$ cat config.mk
export PLATFORM = sky130hd
export DESIGN_NAME = ascii_string_serializer_flat
export DESIGN_NICKNAME = d
export VERILOG_FILES = /design/src/rtl/ascii_pkg.sv /design/src/rtl/ascii_string_serializer_if.sv /design/src/rtl/ascii_len_finder.sv /design/src/rtl/ascii_string_serializer.sv /design/src/flat_wrapper.sv
export SDC_FILE = /design/constraint.sdc
export NUM_CORES = 1
export LEC_CHECK = 0
export BUFFER_PORTS_ARGS = -buffer_cell sky130_fd_sc_hd__buf_2
export CORE_UTILIZATION = 55
export DETAILED_ROUTE_END_ITERATION = 16
export GPL_ROUTABILITY_DRIVEN = 1
export GPL_TIMING_DRIVEN = 0
export PLACE_DENSITY = 0.86
export SYNTH_ARGS = -nofsm -noshare
export SYNTH_HDL_FRONTEND = slang
export SYNTH_SLANG_ARGS = --single-unit
$ cat constraint.sdc
create_clock -name clk -period 8.8 [get_ports clk]
set_clock_uncertainty 0.05 [all_clocks]
set_input_delay 1.76 -clock clk [delete_from_list [all_inputs] [get_ports clk]]
set_output_delay 1.76 -clock clk [all_outputs]
set_load 0.1 [all_outputs]
$ cat src/rtl/ascii_pkg.sv
// Shared types and constants for the ASCII string serializer.
package ascii_pkg;

  localparam int unsigned CHAR_W = 8;
  localparam logic [CHAR_W-1:0] ASCII_NUL = 8'h00;

  typedef enum logic [1:0] {
    IDLE,
    LOAD,
    SEND
  } state_t;

endpackage

$ cat src/rtl/ascii_string_serializer_if.sv
// Load request and character stream handshake bundle for the serializer.
interface ascii_string_serializer_if
  import ascii_pkg::*;
#(
  parameter int unsigned MAX_CHARS = 16,
  parameter int unsigned LEN_W     = $clog2(MAX_CHARS + 1)
) ();

  logic                          load_valid;
  logic                          load_ready;
  logic [CHAR_W*MAX_CHARS-1:0]   load_str;
  logic [LEN_W-1:0]              load_len;
  logic                          abort;
  logic                          char_valid;
  logic                          char_ready;
  logic [CHAR_W-1:0]             char_data;
  logic                          char_last;
  logic                          done;
  logic                          busy;

  modport master (
    output load_valid, load_str, load_len, abort, char_ready,
    input  load_ready, char_valid, char_data, char_last, done, busy
  );

  modport slave (
    input  load_valid, load_str, load_len, abort, char_ready,
    output load_ready, char_valid, char_data, char_last, done, busy
  );

endinterface

$ cat src/rtl/ascii_len_finder.sv
// Priority encoder: length of a right-justified string up to its highest non-NUL byte.
module ascii_len_finder
  import ascii_pkg::*;
#(
  parameter int unsigned MAX_CHARS = 16,
  parameter int unsigned LEN_W     = $clog2(MAX_CHARS + 1)
) (
  input  logic [CHAR_W*MAX_CHARS-1:0] str,
  output logic [LEN_W-1:0]            auto_len,
  output logic                        all_nul
);

  // Later (higher) bytes overwrite earlier hits, so the topmost non-NUL wins.
  always_comb begin
    auto_len = '0;
    all_nul  = 1'b1;
    for (int unsigned k = 0; k < MAX_CHARS; k++) begin
      if (str[k*CHAR_W +: CHAR_W] != ASCII_NUL) begin
        auto_len = LEN_W'(k + 1);
        all_nul  = 1'b0;
      end
    end
  end

endmodule

$ cat src/rtl/ascii_string_serializer.sv
// Streams a packed string-literal-layout string one byte per cycle, top byte first.
module ascii_string_serializer
  import ascii_pkg::*;
#(
  parameter int unsigned MAX_CHARS = 16,
  parameter int unsigned LEN_W     = $clog2(MAX_CHARS + 1)
) (
  input logic                     clk,
  input logic                     rst_n,
  ascii_string_serializer_if.slave bus
);

  localparam int unsigned STR_W = CHAR_W * MAX_CHARS;
  localparam int unsigned IDX_W = (MAX_CHARS > 1) ? $clog2(MAX_CHARS) : 1;

  state_t             state;
  logic [STR_W-1:0]   str_q;
  logic [LEN_W-1:0]   len_q;
  logic [IDX_W-1:0]   idx;
  logic [LEN_W-1:0]   auto_len;
  logic               all_nul;
  logic [LEN_W-1:0]   eff_len;
  logic [IDX_W-1:0]   top_idx;
  logic               empty;

  function automatic logic [CHAR_W-1:0] byte_at(input logic [STR_W-1:0] s,
                                                input logic [IDX_W-1:0] i);
    return s[32'(i)*CHAR_W +: CHAR_W];
  endfunction

  ascii_len_finder #(
    .MAX_CHARS (MAX_CHARS),
    .LEN_W     (LEN_W)
  ) u_len_finder (
    .str      (str_q),
    .auto_len (auto_len),
    .all_nul  (all_nul)
  );

  // Effective length: explicit length clamped to capacity, else auto-detected.
  always_comb begin
    eff_len = auto_len;
    if (len_q != '0) begin
      eff_len = (len_q > LEN_W'(MAX_CHARS)) ? LEN_W'(MAX_CHARS) : len_q;
    end
    empty   = (len_q == '0) && all_nul;
    top_idx = IDX_W'(eff_len - LEN_W'(1));
  end

  assign bus.load_ready = (state == IDLE);
  assign bus.busy       = (state != IDLE);

  always_ff @(posedge clk or negedge rst_n) begin
    if (!rst_n) begin
      state          <= IDLE;
      str_q          <= '0;
      len_q          <= '0;
      idx            <= '0;
      bus.char_valid <= 1'b0;
      bus.char_data  <= ASCII_NUL;
      bus.char_last  <= 1'b0;
      bus.done       <= 1'b0;
    end else begin
      bus.done <= 1'b0;
      unique case (state)
        IDLE: begin
          if (bus.load_valid) begin
            str_q <= bus.load_str;
            len_q <= bus.load_len;
            state <= LOAD;
          end
        end
        LOAD: begin
          if (bus.abort) begin
            state <= IDLE;
          end else if (empty) begin
            bus.done <= 1'b1;
            state    <= IDLE;
          end else begin
            idx            <= top_idx;
            bus.char_data  <= byte_at(str_q, top_idx);
            bus.char_valid <= 1'b1;
            bus.char_last  <= (top_idx == '0);
            state          <= SEND;
          end
        end
        SEND: begin
          // Abort wins over a same-cycle handshake; that character is dropped.
          if (bus.abort) begin
            bus.char_valid <= 1'b0;
            bus.char_last  <= 1'b0;
            state          <= IDLE;
          end else if (bus.char_ready) begin
            if (idx == '0) begin
              bus.char_valid <= 1'b0;
              bus.char_last  <= 1'b0;
              bus.done       <= 1'b1;
              state          <= IDLE;
            end else begin
              idx           <= idx - IDX_W'(1);
              bus.char_data <= byte_at(str_q, idx - IDX_W'(1));
              bus.char_last <= (idx == IDX_W'(1));
            end
          end
        end
        default: state <= IDLE;
      endcase
    end
  end

endmodule

$ cat src/flat_wrapper.sv
// flat-port wrapper written by rule: the top's interface ports become plain ports
module ascii_string_serializer_flat import ascii_pkg::*;
#(
  parameter int unsigned MAX_CHARS = 16,
  parameter int unsigned LEN_W     = $clog2(MAX_CHARS + 1)
)
  (clk, rst_n, bus_load_valid, bus_load_str, bus_load_len, bus_abort, bus_char_ready, bus_load_ready, bus_char_valid, bus_char_data, bus_char_last, bus_done, bus_busy);
  ascii_string_serializer_if #(.MAX_CHARS(MAX_CHARS), .LEN_W(LEN_W)) bus_i ();
  input logic clk;
  input logic rst_n;
  input wire logic [$bits(bus_i.load_valid)-1:0] bus_load_valid;
  input wire logic [$bits(bus_i.load_str)-1:0] bus_load_str;
  input wire logic [$bits(bus_i.load_len)-1:0] bus_load_len;
  input wire logic [$bits(bus_i.abort)-1:0] bus_abort;
  input wire logic [$bits(bus_i.char_ready)-1:0] bus_char_ready;
  output wire logic [$bits(bus_i.load_ready)-1:0] bus_load_ready;
  output wire logic [$bits(bus_i.char_valid)-1:0] bus_char_valid;
  output wire logic [$bits(bus_i.char_data)-1:0] bus_char_data;
  output wire logic [$bits(bus_i.char_last)-1:0] bus_char_last;
  output wire logic [$bits(bus_i.done)-1:0] bus_done;
  output wire logic [$bits(bus_i.busy)-1:0] bus_busy;
  assign bus_i.load_valid = bus_load_valid;
  assign bus_i.load_str = bus_load_str;
  assign bus_i.load_len = bus_load_len;
  assign bus_i.abort = bus_abort;
  assign bus_i.char_ready = bus_char_ready;
  assign bus_load_ready = bus_i.load_ready;
  assign bus_char_valid = bus_i.char_valid;
  assign bus_char_data = bus_i.char_data;
  assign bus_char_last = bus_i.char_last;
  assign bus_done = bus_i.done;
  assign bus_busy = bus_i.busy;
  ascii_string_serializer #(.MAX_CHARS(MAX_CHARS), .LEN_W(LEN_W)) u_core (.clk(clk), .rst_n(rst_n), .bus(bus_i));
endmodule
After elaboration in Yosys (flattened, before gate mapping)
Index checks and enable logic that the tools add are counted.

Latch bits: 0. Bits in read-only memories: 0. Memories: 0. Bits in writable memories: 0. Register bits: 150. Output and inout port bits: 13.

Mux-type cells: 71. Shift-type cells: 2. Reductions and logical operators: 29. $mul: 0. Bitwise gates (word level): 0. Divide/modulo/power cells: 0. $lt $le $gt $ge: 1. Add/subtract/negate cells: 2. Eq/ne operators: 11.

Operators with widths (count): $shiftx A128 B8 Y8 (2); $reduce_bool A8 Y1 (16); $mux W4 (21); $mux W8 (5); $mux W1 (32); $pmux W8 S2 (1); $mux W2 (7); $ne A2 B2 Y1 const B (6); $logic_not A4 Y1 (2); $pmux W4 S2 (1); $sub A4 B1 Y4 const B (2); $pmux W1 S2 (3); $pmux W2 S3 (1); $reduce_and A6 Y1 (1); $gt A5 B5 Y1 const B (1); $logic_not A5 Y1 (1); $reduce_and A5 Y1 (1); $reduce_bool A5 Y1 (1); $eq A4 B1 Y1 const B (1); $reduce_and A4 Y1 (1); $reduce_bool A2 Y1 (2); $ne A3 B2 Y1 const B (1); $ne A3 B3 Y1 const B (1); $reduce_and A3 Y1 (1); 5 further kinds (5).

Logic depth before layout (Yosys ltp)
Depth after elaboration: 23. Mapped depth: 14. Depth with buffers taken out: 13.

Modules after synthesis
From an unflattened synthesis, not the netlist that was laid out.

Cells, all modules: 608. Area total of the unflattened synthesis: 7753.7 um^2.

By module, submodules not included: ascii_string_serializer (sequential area each 3753.6 um^2, times used 1, cells an instance 533, area each 7274.5 um^2); ascii_len_finder (sequential area each 0.0 um^2, times used 1, cells an instance 75, area each 479.2 um^2).

Least setup slack after synthesis
No wires, ideal clock.

Kind: reg-to-output. Start: register u_core.state[0]. End: output bus_busy. Cell stages (with the launch flop): 4. Arrival: 1.976 ns. Path buffers: 0. Path slack: 5.014 ns. Path through: dfrtp_1 -> inv_1 -> ha_1 -> inv_1.

Longest elaborated chain between the ends: 1.

Ends and longest elaborated chain: from (decl) (line ascii_string_serializer.sv:16) `state_t state;`; from (signal assigned) (line ascii_string_serializer.sv:55) `state <= IDLE;`; from (signal assigned) (line ascii_string_serializer.sv:70) `state <= LOAD;`; from (signal assigned) (line ascii_string_serializer.sv:75) `state <= IDLE;`; $reduce_bool A2 Y1 (line ascii_string_serializer.sv:51) `assign bus.busy = (state != IDLE);`; to (decl) (line flat_wrapper.sv:21) `output wire logic [$bits(bus_i.busy)-1:0] bus_busy;`.

Every way passes these cells.

Worst setup path after layout
Start: register u_core.str_q[13]. End: register u_core.bus.char_data[2].

Longest elaborated chain between the ends: 22.

Ends and longest elaborated chain: from (decl) (line ascii_string_serializer.sv:17) `logic [STR_W-1:0] str_q;`; from (signal assigned) (line ascii_string_serializer.sv:68) `str_q <= bus.load_str;`; $reduce_bool A8 Y1 (*) (line ascii_len_finder.sv:18) `if (str[k*CHAR_W +: CHAR_W] != ASCII_NUL) begin`; $mux W2 (line ascii_len_finder.sv:18); $mux W4 (14 in a row) (line ascii_len_finder.sv:18); $mux W4 (line ascii_string_serializer.sv:43) `if (len_q != '0) begin`; $sub A4 B1 Y4 (line ascii_string_serializer.sv:47) `top_idx = IDX_W'(eff_len - LEN_W'(1));`; $shiftx A128 B8 Y8 (line ascii_string_serializer.sv:28) `return s[32'(i)*CHAR_W +: CHAR_W];`; $mux W8 (line ascii_string_serializer.sv:76) `end else if (empty) begin`; $mux W8 (line ascii_string_serializer.sv:74) `if (bus.abort) begin`; $pmux W8 S2 (line ascii_string_serializer.sv:65) `unique case (state)`; to (signal assigned) (line ascii_string_serializer.sv:81) `bus.char_data <= byte_at(str_q, top_idx);`; to (signal assigned) (line ascii_string_serializer.sv:101) `bus.char_data <= byte_at(str_q, idx - IDX_W'(1));`; to (decl) (line ascii_string_serializer_if.sv:28) `output load_ready, char_valid, char_data, char_last, done, busy`.

Every way passes the cells marked *; elsewhere a longest branch is shown, timed or not. The select of a mux whose other input is x is not followed. A chain may end at the register's enable or synchronous reset.

==> reports/results.tsv <==
metric	value	unit
CP bufs+invs	1	
busiest layer in global routing	met2	
Final Setup Violations	0	
post-synth top area share	49.61	%
DR WL/cell	20.54	microns
die width	119.3	microns
number of synthesized register bits	150	
DR iter-0 viols	461	
status	finished clean	
Slew @ Worst Pin	0.7905	ns
fin area	0.009174	sq mm
Syn Nets	754	
post-route ant nets	0	
Area after DPL	0.008571	sq mm
Switch Pwr	1738	uW
CTS tree	yes	
Nets	924	
Gate power share	48.5	%
Min-Delay Path Class	reg -> reg	
Max Cap Viol	0	
Yosys warning count	0	
Pins Over Slew Limit	0	
RSZ-0062 raised after global routing	false	
Slew headroom	46.81	%
Initial Util	56.68	%
CTS max path bufs	2	
I/O Buffers	150	
asr flop ratio synth	100.0	%
Synth top cells by count	150 x dfrtp_1, 135 x mux2_2, 64 x mux2i_1, 32 x nor4_1, 22 x nor2_1	
met2 GRT Util	48.91	%
via count	5970	
register area share after synthesis	49.61	%
minimum clock period	4.246	ns
ys flop type	dfrtp_1	
drt first pass iters	4	
Arr. time, crit path	4.50	ns
total gr overflow	0	
area leader, netlist	dfrtp_1	
DIE AREA	0.01423	sq mm
vias in the first global route	6129	
Layout fillers	939	
setup_tns	0	ns
endpoints failing hold	0	
Startpoint Class	flop	
Detail Placement HPWL	14830	microns
CP max-delay cell	or4_1	
CP delay by family, top	compound AO/OA/AOI/OAI gates	
cell count after synthesis	609	
# resized after CTS	0	
# DRC	0	
Die Ht	119.3	microns
Ports	151	
Layout area overhead	21.25	%
Switching Fraction	42.63	%
Cell Int Power	2339	uW
pwr dens	444.4	mW/mm^2
first-pass GRT wire length	31840	microns
number of flops mapped to enable cells by yosys	0	
grt met3 use	6.944	%
Yosys cell types	54	
largest net degree at the start of global routing	90	
CTS Hold Buffers Added	0	
Peak VDD IR	0.2550	mV
Final WS setup	4.554	ns
Clock power frac	18.0	%
minimum setup slack after placement	4.672	ns
Setup crit end kind	flop	
DR vias/cell	6.161	
CP max FO	9	
CTS Sinks	150	
hold depth	2	
leak pwr	0.004187	uW
Max Freq	0.2355	GHz
clk slew on worst S/H paths	0.06	ns
initial antenna violation count	1	
gr usage total	29.64	%
CP Cell Sequence	or4_1, a211oi_2, o221ai_2, a2111oi_4, nor2b_1, ha_1, and2_1, mux2_2, o31a_1, buf_2, nor2_2, a22oi_1, a32oi_1, o21ai_1	
Routed Wire Length	19900	microns
reg2reg path depth	14	
sequential share of power	33.5	%
syn_area_per_cell	12.42	sq um
period utilisation layout	48.25	%
number of buffers created by CTS	17	
layout cells sized above 1	42.30	%
number of placement rows	42	
most frequent cell after synthesis	dfrtp_1	
WP depth	14	
Clock Latency Late Sink	0.43	ns
slowest cell delay on critical path	0.60	ns
CORE AREA	0.01335	sq mm
Root Driver	clkbuf_16	
Critical Path RT	9.05	ns
M1 GR Usage	38.15	%
Synth Cell Area	0.007566	sq mm
CTS H-tree lvls	4	
critical path class	reg -> reg	
GPL Wtd Cong	0.9534	
# Post-CTS Setup Buffers	0	
Area contributors post-synth	dfrtp_1 50%, mux2_2 20%, mux2i_1 8.5%, nor4_1 2.6%, a22oi_1 1.6%	
[logic make-up (layout without fill, tap and decap cells)]
logic type	Yosys count	after routing	share of synthesized area [%]
AO/OA/AOI/OAI	86	86	8.418
XOR/XNOR	3	3	0.3473
adder cells (fa/ha/maj)	7	7	1.158
buffers and inverters	39	222	2.381
flip-flops	150	150	49.61
multiplexers	199	199	28.56
other	0	1	0
AND/OR/NAND/NOR	125	125	9.526
[area by class of cell]
class                           count  area, sq um  area share [%]
Multi-Input combinational cell    420         3632           39.59
Clock inverter                     12        153.9           1.678
Sequential cell                   150         3754           40.92
Inverter                           10        37.54          0.4092
Clock buffer                       20        446.7           4.869
Buffer                             29        142.6           1.555
Tap cell                          176        220.2           2.400
Antenna cell                        1        2.502         0.02728
Timing Repair Buffer              151        784.5           8.552
[per-stage QoR]
step	std cells	total power, uW	hold slack, ns	util, %
2_1_floorplan	609	2754	0.4228	-
3_3_place_gp	935	3167	0.4330	63.96
3_5_place_dp	936	3268	0.4386	64.21
4_1_cts	968	4032	0.4526	68.71
5_1_grt	968	4266	0.4937	68.71
6_report	969	4077	0.4532	68.73
[worst reg2reg max path, cell delays in order, from the launching register on]
cell and delay, ns:
dfrtp_1 0.40, or4_1 0.60, a211oi_2 0.28, o221ai_2 0.18, a2111oi_4 0.38, nor2b_1 0.16, ha_1 0.29, and2_1 0.16
mux2_2 0.31, o31a_1 0.29, buf_2 0.19, nor2_2 0.31, a22oi_1 0.19, a32oi_1 0.25, o21ai_1 0.09
[final timing paths]
check	end	slack (ns)	from
worst max-delay path	u_core.bus.char_data[2]	4.55	u_core.str_q[13]
worst min-delay path	u_core.bus.char_data[0]	0.45	u_core.bus.char_data[0]
worst max register to register	u_core.bus.char_data[2]	4.55	u_core.str_q[13]
worst min register to register	u_core.bus.char_data[0]	0.45	u_core.bus.char_data[0]
max in group asynchronous	u_core.str_q[79]	6.63	rst_n
min in group asynchronous	u_core.str_q[34]	1.25	rst_n
[power groups by stage]
| stage | Combinational [uW] | Clock (uW) | Sequential [uW] |
|---|---|---|---|
| 6_report | 1980 | 735 | 1370 |
| 5_1_grt | 2090 | 777 | 1400 |
| 4_1_cts | 1940 | 743 | 1350 |
| 3_5_place_dp | 1910 | 0 | 1350 |
| 3_3_place_gp | 1850 | 0 | 1320 |
| 2_1_floorplan | 1350 | 0 | 1400 |
[layer usage]
layer  wire [microns]  share of wire [%]
met1             8255                 41
met2             9714                 49
met3             1472                7.4
met4              458                2.3
met5                0                  0
[cells in the final DEF (no fill, tap or decap), types with 4 or more instances in the layout]
cell	n
nand4_1	11
buf_1	6
a22oi_1	16
nand2_1	17
nor4_1	32
dfrtp_1	150
o21ai_1	8
or4_1	6
buf_2	155
nor2_1	22
mux2_2	135
and2_1	9
mux2i_1	64
o22ai_1	17
a21oi_1	10
nand2b_1	5
o21ai_0	4
a32oi_1	9
buf_6	4
clkbuf_1	15
inv_1	10
clkbuf_16	17
ha_1	7
[state kept, by name, summed over array words and instances, names as in the netlist]
| name | flops |
|---|---|
| u_core.len_q | 5 |
| u_core.str_q | 128 |
| u_core.idx | 4 |
| u_core.bus.char_data | 8 |
| u_core.bus.done | 1 |
| u_core.bus.char_last | 1 |
| u_core.state | 2 |
| u_core.bus.char_valid | 1 |
No activity file was read; power rests on OpenSTA's default activity.
